`config.mk`:
```
export PLATFORM = sky130hd
export DESIGN_NAME = roulette_engine_flat
export DESIGN_NICKNAME = d
export VERILOG_FILES = /design/src/rtl/roulette_pkg.sv /design/src/rtl/roulette_if.sv /design/src/rtl/roulette_lfsr.sv /design/src/rtl/roulette_engine.sv /design/src/flat_wrapper.sv
export SDC_FILE = /design/constraint.sdc
export NUM_CORES = 1
export LEC_CHECK = 0
export ABC_CLOCK_PERIOD_IN_PS = 4350
export BUFFER_PORTS_ARGS = -buffer_cell sky130_fd_sc_hd__buf_4
export CORE_ASPECT_RATIO = 0.5
export CORE_MARGIN = 2
export CORE_UTILIZATION = 60
export CTS_BUF_LIST = sky130_fd_sc_hd__clkbuf_8
export CTS_CLUSTER_SIZE = 28
export DETAILED_ROUTE_END_ITERATION = 6
export HOLD_SLACK_MARGIN = 0.05
export PLACE_DENSITY_LB_ADDON = 0.05
export SETUP_SLACK_MARGIN = 0.02
export SLEW_MARGIN = 30
export SYNTH_ARGS = -nofsm -noshare
export SYNTH_HDL_FRONTEND = slang
export SYNTH_SLANG_ARGS = --single-unit
export TNS_END_PERCENT = 100
```
`constraint.sdc`:
```
create_clock -name clk -period 4.35 [get_ports clk]
set_input_delay 0.87 -clock clk [delete_from_list [all_inputs] [get_ports clk]]
set_output_delay 0.87 -clock clk [all_outputs]
set_load 0.05 [all_outputs]
```
`src/rtl/roulette_pkg.sv`:
```
// roulette_pkg: shared types and constants for the roulette engine slice.
// Holds the game state enum, the bet mode enum, the streak bonus amount
// and the Galois LFSR feedback mask.
package roulette_pkg;

    typedef enum logic [2:0] {
        ST_IDLE   = 3'd0,
        ST_BET    = 3'd1,
        ST_SPIN   = 3'd2,
        ST_SETTLE = 3'd3,
        ST_WON    = 3'd4,
        ST_LOST   = 3'd5
    } state_t;

    typedef enum logic [1:0] {
        MODE_EXACT = 2'd0,
        MODE_EVEN  = 2'd1,
        MODE_ODD   = 2'd2,
        MODE_RSVD  = 2'd3
    } bet_mode_t;

    // Extra credit paid on the third consecutive win
    localparam int STREAK_BONUS = 5;

    // Right-shifting Galois mask for taps 16,14,13,11
    localparam logic [15:0] LFSR_TAPS = 16'hB400;

endpackage

```
`src/rtl/roulette_if.sv`:
```
// roulette_if: bet/result bus between the input debounce logic (master)
// and the roulette engine (slave). Clock and reset are kept outside.
interface roulette_if #(
    parameter int NUM_W = 5,
    parameter int AMT_W = 4,
    parameter int BAL_W = 8
);

    logic             start;
    logic             abort;
    logic             bet_valid;
    logic             bet_ready;
    logic [1:0]       bet_mode;
    logic [NUM_W-1:0] bet_guess;
    logic [AMT_W-1:0] bet_amt;
    logic             ext_num_en;
    logic [NUM_W-1:0] ext_num;
    logic             bet_err;
    logic             result_valid;
    logic [NUM_W-1:0] result_num;
    logic             result_win;
    logic [BAL_W-1:0] balance;
    logic             game_won;
    logic             game_lost;
    logic [1:0]       streak;

    modport master (
        output start, abort, bet_valid, bet_mode, bet_guess, bet_amt,
               ext_num_en, ext_num,
        input  bet_ready, bet_err, result_valid, result_num, result_win,
               balance, game_won, game_lost, streak
    );

    modport slave (
        input  start, abort, bet_valid, bet_mode, bet_guess, bet_amt,
               ext_num_en, ext_num,
        output bet_ready, bet_err, result_valid, result_num, result_win,
               balance, game_won, game_lost, streak
    );

endinterface

```
`src/rtl/roulette_lfsr.sv`:
```
// roulette_lfsr: free-running 16-bit Galois LFSR, loaded with SEED on reset.
// Only the low OUT_W bits are exported as the raw wheel candidate.
module roulette_lfsr
    import roulette_pkg::*;
#(
    parameter logic [15:0] SEED  = 16'hACE1,
    parameter int          OUT_W = 5
) (
    input  logic             clk,
    input  logic             reset_n,
    output logic [OUT_W-1:0] o_value
);

    logic [15:0] r_state;
    logic [15:0] w_next;

    // Shift right and fold the feedback mask in when a one falls out
    always_comb begin
        w_next = {1'b0, r_state[15:1]};
        if (r_state[0]) begin
            w_next = w_next ^ LFSR_TAPS;
        end
    end

    // Step every cycle regardless of game state
    always_ff @(posedge clk) begin
        if (!reset_n) begin
            r_state <= SEED;
        end else begin
            r_state <= w_next;
        end
    end

    assign o_value = r_state[OUT_W-1:0];

endmodule

```
`src/rtl/roulette_engine.sv`:
```
// roulette_engine: takes bets over a valid/ready handshake, spins a number
// (LFSR or external) and settles the stake against the player balance.
// Optional feature macro: ROULETTE_STREAK_BONUS_EN adds a consecutive-win
// counter that pays STREAK_BONUS on every third win in a row.
module roulette_engine
    import roulette_pkg::*;
#(
    parameter int          NUM_MAX     = 31,
    parameter int          BAL_W       = 8,
    parameter int          AMT_W       = 4,
    parameter int          START_BAL   = 10,
    parameter int          WIN_BAL     = 20,
    parameter int          EXACT_PAY   = 4,
    parameter int          PARITY_PAY  = 1,
    parameter int          SPIN_CYCLES = 8,
    parameter logic [15:0] SEED        = 16'hACE1
) (
    input logic      clk,
    input logic      reset_n,
    roulette_if.slave io_bus
);

    localparam int NUM_W = $clog2(NUM_MAX + 1);
    localparam int SUM_W = BAL_W + AMT_W + 3;
    localparam int CNT_W = $clog2(SPIN_CYCLES + 1);
    localparam logic [NUM_W-1:0] NUM_MAX_V = NUM_W'(NUM_MAX);
    localparam logic [SUM_W-1:0] BAL_MAX_V = SUM_W'((64'd1 << BAL_W) - 64'd1);

    state_t             r_state;
    state_t             w_nextState;
    bet_mode_t          r_betMode;
    logic [NUM_W-1:0]   r_betGuess;
    logic [AMT_W-1:0]   r_betAmt;
    logic [CNT_W-1:0]   r_spinCnt;
    logic [NUM_W-1:0]   r_spinNum;
    logic [BAL_W-1:0]   r_balance;
    logic [NUM_W-1:0]   r_resultNum;
    logic               r_resultWin;
    logic               r_resultValid;
    logic               r_betErr;

    bet_mode_t          w_mode;
    logic [NUM_W-1:0]   w_lfsrNum;
    logic [NUM_W-1:0]   w_candidate;
    logic               w_betOk;
    logic               w_betReady;
    logic               w_accept;
    logic               w_reject;
    logic               w_spinDone;
    logic               w_startGame;
    logic               w_win;
    logic [SUM_W-1:0]   w_payMul;
    logic [SUM_W-1:0]   w_sum;
    logic [SUM_W-1:0]   w_bonus;
    logic [BAL_W-1:0]   w_newBalance;
    state_t             w_settleState;

    roulette_lfsr #(
        .SEED  (SEED),
        .OUT_W (NUM_W)
    ) u_lfsr (
        .clk     (clk),
        .reset_n (reset_n),
        .o_value (w_lfsrNum)
    );

    assign w_mode      = bet_mode_t'(io_bus.bet_mode);
    assign w_candidate = io_bus.ext_num_en ? io_bus.ext_num : w_lfsrNum;

    // Bet legality: nonzero stake the player can cover, known mode, guess on the wheel
    always_comb begin
        w_betOk = 1'b1;
        if (io_bus.bet_amt == '0) begin
            w_betOk = 1'b0;
        end
        if ({{BAL_W{1'b0}}, io_bus.bet_amt} > {{AMT_W{1'b0}}, r_balance}) begin
            w_betOk = 1'b0;
        end
        if (w_mode == MODE_RSVD) begin
            w_betOk = 1'b0;
        end
        if ((w_mode == MODE_EXACT) && (io_bus.bet_guess > NUM_MAX_V)) begin
            w_betOk = 1'b0;
        end
    end

`ifdef ROULETTE_STREAK_BONUS_EN
    logic [1:0] r_streak;

    assign w_bonus = (r_streak == 2'd2) ? SUM_W'(STREAK_BONUS) : '0;

    // Count consecutive wins; the third in a row collects the bonus and restarts the count
    always_ff @(posedge clk) begin
        if (!reset_n || io_bus.abort) begin
            r_streak <= 2'd0;
        end else if (r_state == ST_SETTLE) begin
            if (w_win) begin
                r_streak <= (r_streak == 2'd2) ? 2'd0 : r_streak + 2'd1;
            end else begin
                r_streak <= 2'd0;
            end
        end
    end

    assign io_bus.streak = r_streak;
`else
    assign w_bonus       = '0;
    assign io_bus.streak = 2'd0;
`endif

    // Settlement: decide the outcome of the latched bet and the resulting balance
    always_comb begin
        w_win = 1'b0;
        case (r_betMode)
            MODE_EXACT: w_win = (r_betGuess == r_spinNum);
            MODE_EVEN:  w_win = (r_spinNum != '0) && !r_spinNum[0];
            MODE_ODD:   w_win = r_spinNum[0];
            default:    w_win = 1'b0;
        endcase
        w_payMul = (r_betMode == MODE_EXACT) ? SUM_W'(EXACT_PAY) : SUM_W'(PARITY_PAY);
        w_sum    = SUM_W'(r_balance) + (SUM_W'(r_betAmt) * w_payMul) + w_bonus;
        if (w_win) begin
            w_newBalance = (w_sum > BAL_MAX_V) ? BAL_MAX_V[BAL_W-1:0] : w_sum[BAL_W-1:0];
        end else begin
            w_newBalance = r_balance - BAL_W'(r_betAmt);
        end
        if (w_newBalance >= BAL_W'(WIN_BAL)) begin
            w_settleState = ST_WON;
        end else if (w_newBalance == '0) begin
            w_settleState = ST_LOST;
        end else begin
            w_settleState = ST_BET;
        end
    end

    // Game state register
    always_ff @(posedge clk) begin
        if (!reset_n) begin
            r_state <= ST_IDLE;
        end else begin
            r_state <= w_nextState;
        end
    end

    // Next-state and handshake decode; abort overrides everything else
    always_comb begin
        w_nextState = r_state;
        w_betReady  = 1'b0;
        w_accept    = 1'b0;
        w_reject    = 1'b0;
        w_spinDone  = 1'b0;
        w_startGame = 1'b0;
        case (r_state)
            ST_IDLE, ST_WON, ST_LOST: begin
                if (io_bus.start) begin
                    w_startGame = 1'b1;
                    w_nextState = ST_BET;
                end
            end
            ST_BET: begin
                w_betReady = !r_resultValid;
                if (io_bus.bet_valid && w_betReady) begin
                    if (w_betOk) begin
                        w_accept    = 1'b1;
                        w_nextState = ST_SPIN;
                    end else begin
                        w_reject = 1'b1;
                    end
                end
            end
            ST_SPIN: begin
                if ((r_spinCnt >= CNT_W'(SPIN_CYCLES)) && (w_candidate <= NUM_MAX_V)) begin
                    w_spinDone  = 1'b1;
                    w_nextState = ST_SETTLE;
                end
            end
            ST_SETTLE: begin
                w_nextState = w_settleState;
            end
            default: begin
                w_nextState = ST_IDLE;
            end
        endcase
        if (io_bus.abort) begin
            w_nextState = ST_IDLE;
            w_accept    = 1'b0;
            w_reject    = 1'b0;
            w_spinDone  = 1'b0;
            w_startGame = 1'b0;
        end
    end

    // Bet latch, spin counter, balance and result registers
    always_ff @(posedge clk) begin
        if (!reset_n) begin
            r_betMode     <= MODE_EXACT;
            r_betGuess    <= '0;
            r_betAmt      <= '0;
            r_spinCnt     <= '0;
            r_spinNum     <= '0;
            r_balance     <= '0;
            r_resultNum   <= '0;
            r_resultWin   <= 1'b0;
            r_resultValid <= 1'b0;
            r_betErr      <= 1'b0;
        end else begin
            r_resultValid <= 1'b0;
            r_betErr      <= w_reject;
            if (io_bus.abort) begin
                r_balance <= '0;
            end else begin
                if (w_startGame) begin
                    r_balance <= BAL_W'(START_BAL);
                end
                if (w_accept) begin
                    r_betMode  <= w_mode;
                    r_betGuess <= io_bus.bet_guess;
                    r_betAmt   <= io_bus.bet_amt;
                    r_spinCnt  <= CNT_W'(1);
                end else if ((r_state == ST_SPIN) && (r_spinCnt < CNT_W'(SPIN_CYCLES))) begin
                    r_spinCnt <= r_spinCnt + CNT_W'(1);
                end
                if (w_spinDone) begin
                    r_spinNum <= w_candidate;
                end
                if (r_state == ST_SETTLE) begin
                    r_balance     <= w_newBalance;
                    r_resultNum   <= r_spinNum;
                    r_resultWin   <= w_win;
                    r_resultValid <= 1'b1;
                end
            end
        end
    end

    assign io_bus.bet_ready    = w_betReady;
    assign io_bus.bet_err      = r_betErr;
    assign io_bus.result_valid = r_resultValid;
    assign io_bus.result_num   = r_resultNum;
    assign io_bus.result_win   = r_resultWin;
    assign io_bus.balance      = r_balance;
    assign io_bus.game_won     = (r_state == ST_WON);
    assign io_bus.game_lost    = (r_state == ST_LOST);

endmodule

```
`src/flat_wrapper.sv`:
```
// flat-port wrapper written by rule: the top's interface ports become plain ports
module roulette_engine_flat import roulette_pkg::*;
#(
    parameter int          NUM_MAX     = 31,
    parameter int          BAL_W       = 8,
    parameter int          AMT_W       = 4,
    parameter int          START_BAL   = 10,
    parameter int          WIN_BAL     = 20,
    parameter int          EXACT_PAY   = 4,
    parameter int          PARITY_PAY  = 1,
    parameter int          SPIN_CYCLES = 8,
    parameter logic [15:0] SEED        = 16'hACE1
)
  (clk, reset_n, io_bus_start, io_bus_abort, io_bus_bet_valid, io_bus_bet_mode, io_bus_bet_guess, io_bus_bet_amt, io_bus_ext_num_en, io_bus_ext_num, io_bus_bet_ready, io_bus_bet_err, io_bus_result_valid, io_bus_result_num, io_bus_result_win, io_bus_balance, io_bus_game_won, io_bus_game_lost, io_bus_streak);
  roulette_if #(.NUM_W(5), .AMT_W(AMT_W), .BAL_W(BAL_W)) io_bus_i ();
  input logic clk;
  input logic reset_n;
  input wire logic [$bits(io_bus_i.start)-1:0] io_bus_start;
  input wire logic [$bits(io_bus_i.abort)-1:0] io_bus_abort;
  input wire logic [$bits(io_bus_i.bet_valid)-1:0] io_bus_bet_valid;
  input wire logic [$bits(io_bus_i.bet_mode)-1:0] io_bus_bet_mode;
  input wire logic [$bits(io_bus_i.bet_guess)-1:0] io_bus_bet_guess;
  input wire logic [$bits(io_bus_i.bet_amt)-1:0] io_bus_bet_amt;
  input wire logic [$bits(io_bus_i.ext_num_en)-1:0] io_bus_ext_num_en;
  input wire logic [$bits(io_bus_i.ext_num)-1:0] io_bus_ext_num;
  output wire logic [$bits(io_bus_i.bet_ready)-1:0] io_bus_bet_ready;
  output wire logic [$bits(io_bus_i.bet_err)-1:0] io_bus_bet_err;
  output wire logic [$bits(io_bus_i.result_valid)-1:0] io_bus_result_valid;
  output wire logic [$bits(io_bus_i.result_num)-1:0] io_bus_result_num;
  output wire logic [$bits(io_bus_i.result_win)-1:0] io_bus_result_win;
  output wire logic [$bits(io_bus_i.balance)-1:0] io_bus_balance;
  output wire logic [$bits(io_bus_i.game_won)-1:0] io_bus_game_won;
  output wire logic [$bits(io_bus_i.game_lost)-1:0] io_bus_game_lost;
  output wire logic [$bits(io_bus_i.streak)-1:0] io_bus_streak;
  assign io_bus_i.start = io_bus_start;
  assign io_bus_i.abort = io_bus_abort;
  assign io_bus_i.bet_valid = io_bus_bet_valid;
  assign io_bus_i.bet_mode = io_bus_bet_mode;
  assign io_bus_i.bet_guess = io_bus_bet_guess;
  assign io_bus_i.bet_amt = io_bus_bet_amt;
  assign io_bus_i.ext_num_en = io_bus_ext_num_en;
  assign io_bus_i.ext_num = io_bus_ext_num;
  assign io_bus_bet_ready = io_bus_i.bet_ready;
  assign io_bus_bet_err = io_bus_i.bet_err;
  assign io_bus_result_valid = io_bus_i.result_valid;
  assign io_bus_result_num = io_bus_i.result_num;
  assign io_bus_result_win = io_bus_i.result_win;
  assign io_bus_balance = io_bus_i.balance;
  assign io_bus_game_won = io_bus_i.game_won;
  assign io_bus_game_lost = io_bus_i.game_lost;
  assign io_bus_streak = io_bus_i.streak;
  roulette_engine #(.NUM_MAX(NUM_MAX), .BAL_W(BAL_W), .AMT_W(AMT_W), .START_BAL(START_BAL), .WIN_BAL(WIN_BAL), .EXACT_PAY(EXACT_PAY), .PARITY_PAY(PARITY_PAY), .SPIN_CYCLES(SPIN_CYCLES), .SEED(SEED)) u_core (.clk(clk), .reset_n(reset_n), .io_bus(io_bus_i));
endmodule
```
==> parameters.txt <==
Parameter                              Value

Run status
  Outcome    complete, no violations

Clock tree
  Number of instances resized during post-cts repair    0
  TritonCTS buffer count    5
  Clk buf depth    2
  Number of post-CTS setup repair buffers    0
  Insertion delay of the later-clocked pin in the worst-skew pair    0.31 ns
  CTS H-tree lvls    2
  CTS tree    built
  Clock Pin Slew Worst Setup and Hold Paths    around 0.11 ns
  Cell at the root of the clock tree    sky130_fd_sc_hd__clkbuf_8
  Number of sinks driven by the clock tree    55
  Post-CTS Hold Fix Bufs    0

Synthesis
  Ys async rst share    0
  Synthesized-area fraction occupied by ao, oa, aoi and oai cells    0.188
  Mean Syn Cell Area    roughly 9.2 sq um
  Synthesis-stage register bit count    55
  Number of standard cells after synthesis    349
  Share of cell area taken by muxes after synthesis    0.0715
  Share of the yosys chip area belonging to registers    0.342
  Basic-gate share of the synthesized area counting and, or, nand and nor cells    0.210
  Count of flip-flops with a built-in enable after synthesis    0
  Top_reg_cell synth    sky130_fd_sc_hd__dfxtp_1
  Cell variety after synth    65
  Adder-cell share of the synthesized area    0.107
  Cell area after technology mapping    3220 sq um
  Main combinational cell family by area after synthesis    simple AND/OR/NAND/NOR gates
  Share of the synthesized netlist area taken by xor and xnor gates    0.0323
  Yosys warns    0

Die
  Std-Cell Core Area    roughly 5000 sq um
  Full die area    ~6000 sq um
  Starting density of the core    0.638
  Number of I/O pins    43
  Cell Rows    18
  Die Ht    55.8 um
  Horizontal extent of the die    about 110 um

Drt
  Routed wire length    7.13 mm
  Routed wire length per instance    15.7 um
  Vias    2,649
  Vias/cell    5.82
  Router iterations before antenna repair    4
  Number of remaining DRC errors    0
  Antenna Nets Post-Route    0
  Detailed router's first-iteration violation count    140

Setup path
  Critical register-to-register path startpoint    u_core.r_betMode[0]
  Maximum fanout along the worst path    8
  Critical path data required time    4.61 ns
  Worst endpoint data arrival time    4.13 ns
  Crit end category    flop
  Startpoint kind of the worst setup timing path    flop
  Crit. Startpoint    u_core.r_betMode[0]
  Classification of the worst setup path    flop to flop

Timing
  Slew HR    0.421
  Slew Viols, Final    0
  Period utilisation layout    0.890
  Post-Route Hold Slack    0.429 ns
  Final critical delay including setup and external delays    roughly 3.9 ns
  Setup repair after global routing missed its margin    no
  Maximum operating frequency    258 MHz
  Final-layout setup total negative slack    0 ns
  Slew at the pin closest to its max-slew limit    between 0.8 and 0.9 ns
  Final setup vio count    0
  Final count of hold timing violations    0
  Worst-case clock skew    0.00952 ns

Power and ir drop
  Sequential group share of total power    0.532
  Clk network pwr share    0.366
  Leakage power    0.00153 uW
  Power per unit of standard cell area    268 nW/um^2
  Internal power of the cells    approximately 740 uW
  Power share of the combinational group    0.102
  Max IR drop VDD    approximately 0.24 mV
  Reported net switching power    about 240 uW
  Fraction of power spent switching nets    0.247

Finish
  Fillers    380
  Number of diodes added for antenna fixing    0
  Final net count    approximately 430
  Area growth from synthesis to final layout    14.0%
  FF/Latch Area    ~1100 sq um
  Post-Layout Cell Count    455
  Footprint of the multi-input gates    1970 sq um
  Final core utilization    0.727
  Fraction of layout instances using a drive strength above 1    0.166

Global route
  Vias in the first global route    around 2,600
  Antenna violations before repair    0
  Largest net degree at the start of global routing    47
  Global routing usage summed across all routing layers    0.252
  Total grt overflow    0
  First-pass GRT wire length    roughly 12 mm

Hold path
  Hold Path Class    flop to flop
  Min-delay src    u_core.u_lfsr.r_state[7]

Placement
  Global placer's final weighted congestion    0.938
  Post-placement cell count    447
  IO Port Bufs    40
  Half-perimeter wire length after placement    between 5 and 6 mm

Run
  Count of maximum capacitance violations    0
power groups by stage:
stage / registers, uW / logic [uW] / clock network, uW
final: 522 / 100 / 360
after global routing: 524 / 111 / 385
after CTS: 522 / 100 / 361
after detailed placement: 534 / 99.4 / 0
after global placement: 534 / 96.9 / 0
after floorplan: 534 / 67.8 / 0
layer usage:
metal | vias to the layer above | share of wire | track usage
met1 | 1253 | 0.47 | 0.345
li1 | 1304 | - | -
met3 | 10 | 0.064 | 0.0585
met2 | 82 | 0.46 | 0.404
met5 | - | 0 | 0
met4 | 0 | 0.012 | 0.0604
cells in the final DEF (no fill, tap or decap), types with 6 or more instances in the layout:
cell                       synthesis  layout
sky130_fd_sc_hd__xor2_1            6       6
sky130_fd_sc_hd__nor3_1            8       8
sky130_fd_sc_hd__nand2_1          31      31
sky130_fd_sc_hd__mux2i_1          23      23
sky130_fd_sc_hd__o211a_1           6       6
sky130_fd_sc_hd__ha_1             21      21
sky130_fd_sc_hd__nand2b_1         12      12
sky130_fd_sc_hd__a21oi_1           6       6
sky130_fd_sc_hd__nor2b_1          19      19
sky130_fd_sc_hd__dfxtp_1          55      55
sky130_fd_sc_hd__inv_1            22      22
sky130_fd_sc_hd__a21boi_0          6       6
sky130_fd_sc_hd__buf_4             2      41
sky130_fd_sc_hd__nor2_1           19      19
sky130_fd_sc_hd__o21ai_0          13      13
sky130_fd_sc_hd__and2_1           10      10
logic make-up (layout without fill, tap and decap cells):
family | Yosys count | count (layout)
buffers and inverters | 37 | 71
XOR/XNOR | 11 | 11
AO/OA/AOI/OAI | 75 | 75
other | 1 | 3
AND/OR/NAND/NOR | 122 | 122
adder cells (fa/ha/maj) | 25 | 25
flip-flops | 55 | 55
multiplexers | 23 | 23
layout make-up:
| cell class | instances | area share |
|---|---|---|
| Inverter | 22 | 0.0225 |
| Tap cell | 70 | 0.0239 |
| Sequential cell | 55 | 0.300 |
| Multi-Input combinational cell | 259 | 0.537 |
| Clock inverter | 3 | 0.0136 |
| Timing Repair Buffer | 41 | 0.0839 |
| Clock buffer | 5 | 0.0188 |
state kept, by name, indices dropped and copies added (netlist names):
| signal | cells |
|---|---|
| u_core.u_lfsr.r_state | 16 |
| u_core.io_bus.result_num | 5 |
| u_core.r_state | 3 |
| u_core.r_betAmt | 4 |
| u_core.r_spinNum | 5 |
| u_core.io_bus.result_win | 1 |
| u_core.r_betGuess | 5 |
| u_core.r_betMode | 2 |
| u_core.io_bus.bet_err | 1 |
| u_core.io_bus.balance | 8 |
| u_core.r_spinCnt | 4 |
| u_core.io_bus.result_valid | 1 |
metrics by stage:
| stage | setup slack, ns | total power [uW] | cell area, sq um |
|---|---|---|---|
| after floorplan | 0.861 | 602 | 3230 |
| after global placement | 0.719 | 631 | 3550 |
| after detailed placement | 0.559 | 633 | 3550 |
| after CTS | 0.502 | 983 | 3670 |
| after global routing | 0.197 | 1020 | 3670 |
| final | 0.480 | 982 | 3670 |
Yosys cell counts, types with 3 or more instances:
cell type,instances,area share
sky130_fd_sc_hd__xnor2_1,4,0.011
sky130_fd_sc_hd__ha_1,21,0.082
sky130_fd_sc_hd__nor2b_1,19,0.037
sky130_fd_sc_hd__xor2_1,6,0.016
sky130_fd_sc_hd__nor2_1,19,0.022
sky130_fd_sc_hd__clkbuf_1,11,0.013
sky130_fd_sc_hd__o21ai_0,13,0.020
sky130_fd_sc_hd__fa_1,4,0.025
sky130_fd_sc_hd__o211a_1,6,0.019
sky130_fd_sc_hd__inv_1,22,0.026
sky130_fd_sc_hd__nand2_1,31,0.036
sky130_fd_sc_hd__nor4_1,3,0.0058
sky130_fd_sc_hd__a21boi_0,6,0.014
sky130_fd_sc_hd__nand2b_1,12,0.023
sky130_fd_sc_hd__dfxtp_1,55,0.34
sky130_fd_sc_hd__o31ai_1,4,0.0093
sky130_fd_sc_hd__a22o_1,3,0.0082
sky130_fd_sc_hd__and2_1,10,0.019
sky130_fd_sc_hd__nor3b_1,4,0.0093
sky130_fd_sc_hd__mux2i_1,23,0.072
sky130_fd_sc_hd__nor3_1,8,0.012
sky130_fd_sc_hd__a22oi_1,3,0.0070
sky130_fd_sc_hd__a21oi_1,6,0.0093
worst max-delay path, cell delays in order, from the launching register on:
cell	delay [ns]
sky130_fd_sc_hd__dfxtp_1	0.38
sky130_fd_sc_hd__nor2_1	0.41
sky130_fd_sc_hd__nor2_1	0.10
sky130_fd_sc_hd__ha_1	0.34
sky130_fd_sc_hd__fa_1	0.47
sky130_fd_sc_hd__ha_1	0.35
sky130_fd_sc_hd__o21ai_0	0.33
sky130_fd_sc_hd__o21bai_2	0.14
sky130_fd_sc_hd__or4_1	0.51
sky130_fd_sc_hd__a21oi_1	0.14
sky130_fd_sc_hd__mux2i_1	0.12
sky130_fd_sc_hd__o31ai_2	0.31
sky130_fd_sc_hd__and3_1	0.20
worst paths after layout:
path	end	slack (ns)	cells past startpoint
hold reg to reg	u_core.u_lfsr.r_state[6]	0.43	1
setup / recovery	u_core.r_state[0]	0.48	12
hold / removal	u_core.u_lfsr.r_state[6]	0.43	1
setup reg to reg	u_core.r_state[0]	0.48	12
(Power assumes the default switching activity.)
